`config.mk`:
```
export PLATFORM = sky130hd
export DESIGN_NAME = rr_fifo_arbiter
export DESIGN_NICKNAME = d
export VERILOG_FILES = /design/src/rtl/rr_fifo_pkg.sv /design/src/rtl/rr_fifo_arbiter_sync_fifo.sv /design/src/rtl/rr_fifo_arbiter.sv
export SDC_FILE = /design/constraint.sdc
export NUM_CORES = 1
export LEC_CHECK = 0
export ABC_CLOCK_PERIOD_IN_PS = 7700
export CAP_MARGIN = 20
export CORE_AREA = 2 2 81 83
export CTS_CLUSTER_SIZE = 30
export DETAILED_ROUTE_END_ITERATION = 8
export DIE_AREA = 0 0 83 85
export PLACE_DENSITY_LB_ADDON = 0.25
export SYNTH_ARGS = -nofsm -noshare
export SYNTH_HDL_FRONTEND = slang
export SYNTH_SLANG_ARGS = --single-unit
```
`constraint.sdc`:
```
create_clock -name clk -period 7.7 [get_ports clk]
set_input_delay 1.54 -clock clk [delete_from_list [all_inputs] [get_ports clk]]
set_output_delay 1.54 -clock clk [all_outputs]
set_load 0.02 [all_outputs]
```
`src/rtl/rr_fifo_pkg.sv`:
```
// Shared constants and the stored-entry layout for the round-robin FIFO arbiter.
package rr_fifo_pkg;
  localparam int RR_NUM_REQ = 4;
  localparam int RR_DATA_W  = 8;
  localparam int RR_SRC_W   = $clog2(RR_NUM_REQ);

  typedef struct packed {
    logic [RR_SRC_W-1:0]  src;
    logic [RR_DATA_W-1:0] data;
  } entry_t;
endpackage

```
`src/rtl/rr_fifo_arbiter_sync_fifo.sv`:
```
// Circular FIFO of {src, data} entries with registered pop output.
// Storage, read/write pointers and occupancy live here.
module sync_fifo
  import rr_fifo_pkg::*;
#(
  parameter int DEPTH = 4
) (
  input  logic                         clk,
  input  logic                         reset,
  input  logic                         i_push,
  input  entry_t                       i_push_entry,
  input  logic                         i_pop,
  output logic                         o_pop_valid,
  output entry_t                       o_pop_entry,
  output logic                         o_full,
  output logic                         o_empty,
  output logic [$clog2(DEPTH+1)-1:0]   o_count
);
  localparam int PTR_W = $clog2(DEPTH);
  localparam int CNT_W = $clog2(DEPTH+1);

  entry_t             r_mem [DEPTH];
  logic [PTR_W-1:0]   r_wr_ptr;
  logic [PTR_W-1:0]   r_rd_ptr;
  logic [CNT_W-1:0]   r_count;
  logic               r_pop_valid;
  entry_t             r_pop_entry;
  logic               w_wr_en;
  logic               w_rd_en;

  assign o_full      = (r_count == CNT_W'(DEPTH));
  assign o_empty     = (r_count == {CNT_W{1'b0}});
  assign o_count     = r_count;
  assign o_pop_valid = r_pop_valid;
  assign o_pop_entry = r_pop_entry;
  assign w_wr_en     = i_push & ~o_full;
  assign w_rd_en     = i_pop & ~o_empty;

  // Storage is deliberately left out of reset.
  always_ff @(posedge clk) begin
    if (w_wr_en) begin
      r_mem[r_wr_ptr] <= i_push_entry;
    end
  end

  always_ff @(posedge clk or posedge reset) begin
    if (reset) begin
      r_wr_ptr    <= {PTR_W{1'b0}};
      r_rd_ptr    <= {PTR_W{1'b0}};
      r_count     <= {CNT_W{1'b0}};
      r_pop_valid <= 1'b0;
      r_pop_entry <= '0;
    end else begin
      if (w_wr_en) begin
        r_wr_ptr <= (r_wr_ptr == PTR_W'(DEPTH-1)) ? {PTR_W{1'b0}} : r_wr_ptr + PTR_W'(1);
      end
      if (w_rd_en) begin
        r_rd_ptr    <= (r_rd_ptr == PTR_W'(DEPTH-1)) ? {PTR_W{1'b0}} : r_rd_ptr + PTR_W'(1);
        r_pop_valid <= 1'b1;
        r_pop_entry <= r_mem[r_rd_ptr];
      end else begin
        r_pop_valid <= 1'b0;
        r_pop_entry <= '0;
      end
      case ({w_wr_en, w_rd_en})
        2'b10:   r_count <= r_count + CNT_W'(1);
        2'b01:   r_count <= r_count - CNT_W'(1);
        default: r_count <= r_count;
      endcase
    end
  end
endmodule

```
`src/rtl/rr_fifo_arbiter.sv`:
```
// Round-robin arbiter granting one requester per cycle a push into a shared FIFO.
// The priority pointer moves past each winner; the FIFO is a sync_fifo instance.
module rr_fifo_arbiter
  import rr_fifo_pkg::*;
#(
  parameter int NUM_REQ = RR_NUM_REQ,
  parameter int DATA_W  = RR_DATA_W,
  parameter int DEPTH   = 4
) (
  input  logic                              clk,
  input  logic                              reset,
  input  logic [NUM_REQ-1:0]                req_i,
  input  logic [NUM_REQ-1:0][DATA_W-1:0]    req_data_i,
  output logic [NUM_REQ-1:0]                gnt_o,
  input  logic                              pop_i,
  output logic                              pop_valid_o,
  output logic [DATA_W-1:0]                 pop_data_o,
  output logic [$clog2(NUM_REQ)-1:0]        pop_src_o,
  output logic                              full_o,
  output logic                              empty_o,
  output logic [$clog2(DEPTH+1)-1:0]        count_o
);
  localparam int SRC_W = $clog2(NUM_REQ);

  logic [SRC_W-1:0]   r_ptr;
  logic [SRC_W-1:0]   w_win;
  logic [SRC_W-1:0]   w_idx;
  logic               w_found;
  logic [NUM_REQ-1:0] w_gnt;
  logic               w_push;
  logic               w_full;
  entry_t             w_push_entry;
  entry_t             w_pop_entry;

  // Search upward from r_ptr with wrap; first active request wins.
  always_comb begin
    w_win   = {SRC_W{1'b0}};
    w_idx   = {SRC_W{1'b0}};
    w_found = 1'b0;
    w_gnt   = {NUM_REQ{1'b0}};
    for (int i = 0; i < NUM_REQ; i++) begin
      w_idx = SRC_W'((int'(r_ptr) + i) % NUM_REQ);
      if (!w_found && req_i[w_idx]) begin
        w_found = 1'b1;
        w_win   = w_idx;
      end else begin
        w_found = w_found;
      end
    end
    if (w_found && !w_full && !reset) begin
      w_gnt[w_win] = 1'b1;
    end else begin
      w_gnt = {NUM_REQ{1'b0}};
    end
  end

  assign w_push = |w_gnt;
  assign gnt_o  = w_gnt;

  always_comb begin
    w_push_entry      = '0;
    w_push_entry.src  = w_win;
    w_push_entry.data = req_data_i[w_win];
  end

  always_ff @(posedge clk or posedge reset) begin
    if (reset) begin
      r_ptr <= {SRC_W{1'b0}};
    end else if (w_push) begin
      r_ptr <= (w_win == SRC_W'(NUM_REQ-1)) ? {SRC_W{1'b0}} : w_win + SRC_W'(1);
    end
  end

  sync_fifo #(
    .DEPTH(DEPTH)
  ) u_fifo (
    .clk          (clk),
    .reset        (reset),
    .i_push       (w_push),
    .i_push_entry (w_push_entry),
    .i_pop        (pop_i),
    .o_pop_valid  (pop_valid_o),
    .o_pop_entry  (w_pop_entry),
    .o_full       (w_full),
    .o_empty      (empty_o),
    .o_count      (count_o)
  );

  assign full_o     = w_full;
  assign pop_data_o = w_pop_entry.data;
  assign pop_src_o  = w_pop_entry.src;
endmodule
```
==> flow_summary.yaml, run 1 <==
outcome:
  status: "complete, no violations"
timing:
  hold_viol: 0
  slew_headroom_pct: 41.0
  finalSetupTns_ns: 0
  setup_viol: 0
  drv_slew: 0
  worst_pin_slew_ns: 0.884
  skew_ns: 0.00844
  fmax_mhz: 185
  period_share_pct: 70.1
  final.min_clock_period_ns: 5.40
  rsz0062_at_grt: "no"
route:
  drtIter0Drc: 114
  vias_per_cell: 5.09
  first_pass_iters: 6
  via_count: 1630
  drtAntennaViolNets: 0
  finalWirelength_um: 4860
  wire_per_inst_um: 15.2
  drc: 0
cts:
  ctsLongestPathBuffers: 2
  cts_setup_buffers: 0
  numCtsBuffers: 9
  clock-sinks: 60
  path_clk_slew_ns: 0.07
  cts.repair.resized: 0
  htree_levels: 3
  cts_tree: "built"
  root_buffer: "clkbuf_8"
  hold_buffers: 0
  clock_latency_ns: 0.33
critical_path:
  worst_path_most_repeated_cell: "clkdlybuf4s50_1"
  crit_path_start: "req_i[1]"
  critPathLaunchType: "input pin"
  end_kind: "primary output"
  slowest_stage: "o32a_1"
  worstPathMaxFanout: 15
  r2r_end: "u_fifo.o_count[2]$_DFFE_PP0P_"
  cp.required_ns: 6.16
  cp_num_cells: 6
  setup.worst_path.end: "gnt_o[0]"
  worstSetupPathType: "in -> out"
  r2r_slack_ns: 4.85
  cp.arrival_ns: 3.86
  path_buf_inv: 2
  reg2reg_depth: 11
  worstReg2RegStart: "r_ptr[0]$_DFFE_PP0P_"
  critPathMaxStageDelay_ns: 0.77
  critPathTopFamily: "buffers and inverters"
  path_cells: "clkdlybuf4s50_1 > nand2b_1 > a21oi_1 > o32a_1 > nor3_1 > clkdlybuf4s50_1"
placed_design:
  hpwl_um: 3290
  port_buffers: 58
  gp_congestion: 0.776
yosys:
  synth_xor_area_share_pct: 0.961
  synthAdderAreaFrac_pct: 4.39
  ys_types: 30
  ys_seq_elements: 60
  yosysTopAreaCell: "edfxtp_1"
  seq_area_frac_synth_pct: 62.2
  synthCells: 174
  synth-edff-count: 40
  syn-num-nets: 222
  ys_top_cells_by_area: "edfxtp_1 (44%), dfrtp_1 (18%), mux2i_1 (9.2%), mux4_2 (8.2%), ha_1 (3.7%)"
  yosysWarnings: 0
  synth_top_area_share_pct: 43.9
  synth_compound_area_share_pct: 3.25
  async_reset_ff_share_pct: 33.3
  ys.flop_type: "edfxtp_1"
  synth_area_mm2: 0.00273
  synthSimpleGateAreaFrac_pct: 7.51
  synth_top_family_by_area: "multiplexers"
  synthMuxAreaShare_pct: 19.0
  syn_avg_cell_area_um2: 15.7
layout:
  antennaDiodeCount: 0
  final_cell_mix: "clkdlybuf4s50_1 (58), edfxtp_1 (40), mux2i_1 (25)"
  mostFrequentLayoutCell: "clkdlybuf4s50_1"
  synthToLayoutAreaGrowth_pct: 30.8
  final_layout_size_suffix_gt1_share_pct: 13.2
  layout.nets: 286
  final_core_util_pct: 57.7
  fillers: 503
hold_path:
  hp-class: "reg -> reg"
pwr:
  power_density_mw_per_mm2: 370
  ir_worst_vdd_mv: 0.203
  p_leak_nw: 1.39
floorplan:
  io_pins: 59
  core-area_mm2: 0.00620
  num_rows: 29
  initial_core_util_pct: 44.1
  dieArea_mm2: 0.00706
  die_w_um: 83
  die_y_um: 85
grt:
  grt_overflow: 0
  grt_pass1_wl_um: 7790
  grt_pass1_vias: 1594
  grt_use_total_pct: 14.7
  grt_max_degree: 21
  antenna_found_initial: 0
run:
  maxCapViolCount: 0
-- through the flow --
step	worst slack [ns]	total power [mW]	hold slack (ns)	std cells	cell area, um^2
floorplan	3.33	0.898	0.527	174	2730
global placement	2.35	1.07	0.530	304	3390
detailed placement	2.31	1.07	0.532	304	3390
CTS	2.28	1.34	0.546	320	3580
global route	2.14	1.40	0.572	320	3580
finish	2.30	1.32	0.543	320	3580
-- report_power, final --
part	switching (mW)	total, mW	internal [mW]
combinational	0.254	0.525	0.271
sequential	0.0677	0.539	0.472
clock	0.112	0.258	0.146
total	0.434	1.32	0.889
-- per-layer routing --
layer	share of wire (%)	routed length (um)	global-route usage [%]
met1	42	2030	17.4
met2	52	2550	24.9
met3	5.1	247	5.64
met4	0.62	30	4.47
met5	0	0	0
-- Yosys cell counts, drive strengths merged, types with 2 or more instances --
cell type,count
edfxtp,40
mux2i,25
dfrtp,20
inv,11
nor2b,11
mux4,10
ha,8
and2,6
nor3,5
a21oi,4
buf,4
nand2,4
mux2,3
nand2b,3
nor2,3
clkbuf,2
o21ai,2
o22ai,2
o32a,2
xor2,2
-- state kept, by name, indices dropped and copies added, names as in the netlist --
register            cells
u_fifo.r_mem           40
u_fifo.o_pop_entry     10
u_fifo.o_count          3
r_ptr                   2
u_fifo.r_rd_ptr         2
u_fifo.r_wr_ptr         2
u_fifo.o_pop_valid      1
-- kinds of logic after synthesis --
| group | count (synthesis) |
|---|---|
| flip-flops | 60 |
| AND/OR/NAND/NOR | 35 |
| buffers and inverters | 17 |
| AO/OA/AOI/OAI | 12 |
| multiplexers | 38 |
| XOR/XNOR | 3 |
| adder cells (fa/ha/maj) | 9 |
-- area by class of cell --
| type | count | area [um^2] | area share (%) |
|---|---|---|---|
| Clock inverter | 6 | 55.1 | 1.54 |
| Clock buffer | 10 | 128 | 3.57 |
| Tap cell | 77 | 96.3 | 2.69 |
| Sequential cell | 60 | 1700 | 47.6 |
| Multi-Input combinational cell | 97 | 967 | 27.0 |
| Timing Repair Buffer | 59 | 588 | 16.4 |
| Inverter | 11 | 41.3 | 1.15 |
-- worst min path at each step --
| stage | start | to | slack [ns] | depth (start not counted) |
|---|---|---|---|---|
| global placement | u_fifo.o_count[1]$_DFFE_PP0P_ | u_fifo.o_count[1]$_DFFE_PP0P_ | 0.53 | 2 |
| global route | u_fifo.o_count[0]$_DFFE_PP0P_ | u_fifo.o_count[0]$_DFFE_PP0P_ | 0.57 | 1 |
| finish | u_fifo.o_count[0]$_DFFE_PP0P_ | u_fifo.o_count[0]$_DFFE_PP0P_ | 0.54 | 1 |
| detailed placement | u_fifo.o_count[1]$_DFFE_PP0P_ | u_fifo.o_count[1]$_DFFE_PP0P_ | 0.53 | 2 |
| CTS | u_fifo.o_count[2]$_DFFE_PP0P_ | u_fifo.o_count[2]$_DFFE_PP0P_ | 0.55 | 1 |
| floorplan | r_ptr[0]$_DFFE_PP0P_ | r_ptr[0]$_DFFE_PP0P_ | 0.53 | 2 |
(Power assumes the default switching activity.)
==> run 2: changes to the inputs <==
--- a/config.mk
+++ b/config.mk
@@ -5,7 +5,7 @@
 export SDC_FILE = /design/constraint.sdc
 export NUM_CORES = 1
 export LEC_CHECK = 0
-export ABC_CLOCK_PERIOD_IN_PS = 7700
+export ABC_CLOCK_PERIOD_IN_PS = 4900
 export CAP_MARGIN = 20
 export CORE_AREA = 2 2 81 83
 export CTS_CLUSTER_SIZE = 30
==> constraint.sdc (replaced) <==
create_clock -name clk -period 4.9 [get_ports clk]
set_input_delay 0.98 -clock clk [delete_from_list [all_inputs] [get_ports clk]]
set_output_delay 0.98 -clock clk [all_outputs]
set_load 0.02 [all_outputs]
==> run 2 against run 1 <==
  * Sequential cell count stayed put
  * Sequential share of layout area is 0.15 points lower
  * Sequential power is 57% higher
  * Final cell count is 0.63% higher
  * Clock skew is 0.0018 ns higher
  * Combinational power is 58% higher
  * Core utilization is 0.18 points higher
  * Power is 56% higher
  * Worst hold slack hardly changed
  * Global-route usage is 0.10 points higher
  * Critical path depth stayed put
  * Highest routed layer unchanged
==> flow_summary.yaml, run 2 (synthesis gave the netlist of run 1 again) <==
critical_path:
  slowest_stage: "clkdlybuf4s50_1"
  worstSetupPathType: "in -> out"
  critPathLaunchType: "input pin"
  cp.arrival_ns: 3.09
  end_kind: "primary output"
  cp.required_ns: 3.92
  critPathTopFamily: "buffers and inverters"
  worstPathMaxFanout: 7
  path_buf_inv: 2
  critPathMaxStageDelay_ns: 0.63
  path_cells: "clkdlybuf4s50_1 > nand2b_1 > a21oi_1 > o32a_1 > nor3_1 > clkdlybuf4s50_1"
  worst_path_most_repeated_cell: "clkdlybuf4s50_1"
timing:
  finalSetupTns_ns: 0
  hold_viol: 0
  layout_setup_ws_ns: 0.831
  setup_viol: 0
  slew_headroom_pct: 44.6
  rsz0062_at_grt: "no"
  skew_ns: 0.0102
  worst_pin_slew_ns: 0.831
  fmax_mhz: 246
  period_share_pct: 83.0
  drv_slew: 0
  final.min_clock_period_ns: 4.07
route:
  met3WireLength_um: 177
  vias_per_cell: 4.92
  first_pass_iters: 4
  drtAntennaViolNets: 0
  wl_met2_um: 2450
  routed.top_layer: "met4"
  drc: 0
  via_count: 1583
  drtIter0Drc: 50
  wire_per_inst_um: 14.9
  finalWirelength_um: 4800
  met1_length_um: 2060
grt:
  grt_overflow: 0
  grt_pass1_wl_um: 7800
  antenna_found_initial: 0
  grt_use_total_pct: 14.8
  grt_pass1_vias: 1586
  grt_max_degree: 21
cts:
  ctsLongestPathBuffers: 2
  hold_buffers: 0
  clock-sinks: 60
  root_buffer: "clkbuf_8"
  htree_levels: 3
  cts_setup_buffers: 0
  cts_tree: "built"
  path_clk_slew_ns: 0.07
  cts.repair.resized: 0
  clock_latency_ns: 0.33
  numCtsBuffers: 9
floorplan:
  die_y_um: 85
  die_w_um: 83
  io_pins: 59
  num_rows: 29
  core-area_mm2: 0.00620
  initial_core_util_pct: 44.1
  dieArea_mm2: 0.00706
layout:
  largest-register: "u_fifo.r_mem"
  antennaDiodeCount: 0
  largest_reg_flops: 40
  layout.nets: 288
  synthToLayoutAreaGrowth_pct: 31.3
  final_layout_size_suffix_gt1_share_pct: 14.7
  final_cell_mix: "clkdlybuf4s50_1 (58), edfxtp_1 (40), mux2i_1 (25)"
  mostFrequentLayoutCell: "clkdlybuf4s50_1"
pwr:
  ir_worst_vdd_mv: 0.254
  power_density_mw_per_mm2: 577
  p_leak_nw: 1.40
placed_design:
  port_buffers: 58
  gp_congestion: 0.762
  hpwl_um: 3370
  pre_cts_slack_ns: 0.827
hold_path:
  hp-class: "reg -> reg"
outcome:
  status: "complete, no violations"
run:
  maxCapViolCount: 0
-- run 2: changes by cell type in the layout (fill, tap and decap cells not counted), sizes merged --
cell	change
inv	+1
bufinv	-1
clkinv	-2
clkbuf	+2
buf	+2
-- run 2: through the flow --
stage	hold WS (ns)	power [mW]	cell area, um^2	std cells	utilization (%)
CTS	0.549	2.10	3590	322	57.8
global placement	0.531	1.68	3410	306	55.0
floorplan	0.527	1.41	2730	174	-
global route	0.575	2.20	3590	322	57.8
finish	0.543	2.07	3590	322	57.8
detailed placement	0.538	1.70	3410	306	55.0
-- run 2: cell type report --
type / instances / area (um^2)
fillers: 486 / 2620
flip-flops and latches: 60 / 1700
clock inverters: 4 / 23.8
inverters: 11 / 41.3
multi-input cells: 97 / 967
clock buffers: 12 / 155
well taps: 77 / 96.3
repair buffers: 61 / 603
-- run 2: final timing paths --
kind / endpoint / cells past startpoint / slack [ns] / from
worst min-delay path: u_fifo.o_count[0]$_DFFE_PP0P_ / 1 / 0.54 / u_fifo.o_count[0]$_DFFE_PP0P_
worst max-delay path: gnt_o[0] / 6 / 0.83 / req_i[1]
max in group asynchronous: u_fifo.o_pop_entry[6]$_DFF_PP0_ / 2 / 3.20 / reset
min in group asynchronous: u_fifo.o_pop_entry[5]$_DFF_PP0_ / 2 / 1.18 / reset
worst max register to register: u_fifo.o_count[2]$_DFFE_PP0P_ / 11 / 2.28 / r_ptr[1]$_DFFE_PP0P_
worst min register to register: u_fifo.o_count[0]$_DFFE_PP0P_ / 1 / 0.54 / u_fifo.o_count[0]$_DFFE_PP0P_
-- run 2: worst reg2reg max path, stage by stage (launching register included) --
cell and delay, ns:
dfrtp_1 0.43, a21oi_1 0.19, o32a_1 0.44, buf_4 0.29, a21oi_4 0.13, inv_1 0.08
ha_1 0.17, inv_1 0.06, fa_1 0.37, xor2_1 0.15, nor2_1 0.11, xor2_1 0.14
-- run 2: report_power, final --
group / switching [mW] / total, mW / internal (mW)
Combinational: 0.398 / 0.832 / 0.434
Sequential: 0.105 / 0.846 / 0.741
Clock: 0.182 / 0.392 / 0.209
Total: 0.686 / 2.07 / 1.38
-- run 2: routing by layer --
layer,vias to the layer above,global-route usage (%)
li1,779,-
met1,756,18.0
met2,37,24.0
met3,11,4.77
met4,0,7.15
met5,-,0
==> run 3: changes to the inputs <==
--- a/config.mk
+++ b/config.mk
@@ -5,7 +5,7 @@
 export SDC_FILE = /design/constraint.sdc
 export NUM_CORES = 1
 export LEC_CHECK = 0
-export ABC_CLOCK_PERIOD_IN_PS = 4900
+export ABC_CLOCK_PERIOD_IN_PS = 3820
 export CAP_MARGIN = 20
 export CORE_AREA = 2 2 81 83
 export CTS_CLUSTER_SIZE = 30
==> constraint.sdc (replaced) <==
create_clock -name clk -period 3.82 [get_ports clk]
set_input_delay 0.764 -clock clk [delete_from_list [all_inputs] [get_ports clk]]
set_output_delay 0.764 -clock clk [all_outputs]
set_load 0.02 [all_outputs]
==> run 3 against run 2 <==
  * Sequential share of layout area decreased by 1.1 points
  * Critical path type unchanged
  * Setup slack got worse by 0.54 ns
  * First-iteration DRC count increased by 72%
  * Sequential power increased by 29%
  * Die area unchanged
  * Largest cell class unchanged
==> flow_summary.yaml, run 3 (synthesis gave the netlist of run 1 again) <==
critical_path:
  end_kind: "primary output"
  critPathTopFamily: "buffers and inverters"
  critPathMaxStageDelay_ns: 0.63
  worstPathMaxFanout: 13
  cp.required_ns: 3.06
  slowest_stage: "clkdlybuf4s50_1"
  reg2reg_depth: 13
  r2r_end: "u_fifo.o_count[2]$_DFFE_PP0P_"
  worst_path_most_repeated_cell: "clkdlybuf4s50_1"
  worstReg2RegStart: "r_ptr[1]$_DFFE_PP0P_"
  r2r_slack_ns: 1.23
  worstSetupPathType: "in -> out"
  path_buf_inv: 4
  path_cells: "clkdlybuf4s50_1 > inv_1 > o21ai_0 > o22ai_2 > buf_4 > nor3_1 > clkdlybuf4s50_1"
  cp.arrival_ns: 2.77
  critPathLaunchType: "input pin"
layout:
  fillers: 523
  synthToLayoutAreaGrowth_pct: 34.2
  layout.nets: 292
  final_core_util_pct: 59.1
  antennaDiodeCount: 0
  final_layout_size_suffix_gt1_share_pct: 15.3
  seq_area_mm2: 0.00170
  largest-register: "u_fifo.r_mem"
  mostFrequentLayoutCell: "clkdlybuf4s50_1"
  multiInputGateArea_um2: 967
  final_cell_mix: "clkdlybuf4s50_1 (58), edfxtp_1 (40), mux2i_1 (25)"
  largest_reg_flops: 40
hold_path:
  min-delay-start: "u_fifo.o_count[2]$_DFFE_PP0P_"
  hp-class: "reg -> reg"
  min_to: "u_fifo.o_count[2]$_DFFE_PP0P_"
  min_path_cells: 1
cts:
  hold_buffers: 0
  cts_tree: "built"
  path_clk_slew_ns: 0.06
  ctsLongestPathBuffers: 2
  cts.repair.resized: 0
  htree_levels: 3
  root_buffer: "clkbuf_8"
  numCtsBuffers: 9
  clock_latency_ns: 0.33
  cts_setup_buffers: 0
  clock-sinks: 60
placed_design:
  hpwl_um: 3430
  port_buffers: 58
  gp_congestion: 0.719
run:
  maxCapViolCount: 0
route:
  wire_per_inst_um: 15.2
  finalWirelength_um: 4940
  via_count: 1645
  first_pass_iters: 4
  drtIter0Drc: 86
  drtAntennaViolNets: 0
  vias_per_cell: 5.05
  drc: 0
grt:
  grt_max_degree: 21
  grt_pass1_vias: 1688
  grt_overflow: 0
  grt_use_total_pct: 15.5
  grt_pass1_wl_um: 8200
  antenna_found_initial: 0
floorplan:
  dieArea_mm2: 0.00706
  num_rows: 29
  io_pins: 59
  die_y_um: 85
  core-area_mm2: 0.00620
  die_w_um: 83
  initial_core_util_pct: 44.1
pwr:
  ir_worst_vdd_mv: 0.389
  p_leak_nw: 1.44
  power_density_mw_per_mm2: 773
timing:
  rsz0062_at_grt: "no"
  drv_slew: 0
  final.min_clock_period_ns: 3.53
  worst_pin_slew_ns: 0.799
  fmax_mhz: 283
  finalSetupTns_ns: 0
  period_share_pct: 92.4
  skew_ns: 0.00458
  hold_viol: 0
  slew_headroom_pct: 46.7
  setup_viol: 0
outcome:
  status: "complete, no violations"
==> run 3: cell types whose count changed in the layout (fill, tap and decap cells not counted) <==
cell / delta
clkinv_2: -1
bufinv_16: +3
buf_4: +4
clkbuf_8: -2
clkinv_1: +2
inv_4: -1
clkinvlp_4: -1
==> run 3: area by class of cell <==
type	instances	share of cell area (%)
tap	77	2.63
inverter	11	1.13
clock buffer	10	3.48
clock inverter	6	2.80
timing repair buffer	65	17.3
sequential	60	46.4
multi-input combinational	97	26.4
==> run 3: through the flow <==
step | power [mW] | cells | instance area [um^2] | hold WS (ns) | setup slack [ns]
final | 2.84 | 326 | 3670 | 0.545 | 0.289
after global routing | 3.02 | 326 | 3670 | 0.575 | 0.124
after CTS | 2.88 | 326 | 3670 | 0.549 | 0.279
after detailed placement | 2.20 | 310 | 3440 | 0.536 | 0.285
after global placement | 2.18 | 310 | 3440 | 0.533 | 0.300
after floorplan | 1.81 | 174 | 2730 | 0.527 | 0.706
==> run 3: per-layer routing <==
layer | GRT usage (%) | vias up | wire length [um]
met5 | 0 | - | 0
met4 | 7.15 | 0 | 95
met3 | 5.35 | 11 | 174
met2 | 25.2 | 34 | 2560
met1 | 18.6 | 812 | 2110
li1 | - | 788 | -
==> run 3: worst max path at each step <==
stage	start	end	slack, ns	cells past startpoint
floorplan	req_i[2]	u_fifo.o_count[2]$_DFFE_PP0P_	0.71	15
CTS	req_i[0]	gnt_o[0]	0.28	7
global placement	req_i[0]	gnt_o[0]	0.30	7
detailed placement	req_i[0]	gnt_o[0]	0.29	7
finish	req_i[0]	gnt_o[0]	0.29	7
global route	req_i[0]	gnt_o[2]	0.12	8
==> run 3: report_power, final <==
group | total (mW) | internal [mW] | switching [mW] | leakage, nW
clock | 0.664 | 0.428 | 0.236 | 0.115
sequential | 1.09 | 0.949 | 0.138 | 0.614
combinational | 1.09 | 0.574 | 0.511 | 0.715
total | 2.84 | 1.95 | 0.885 | 1.44
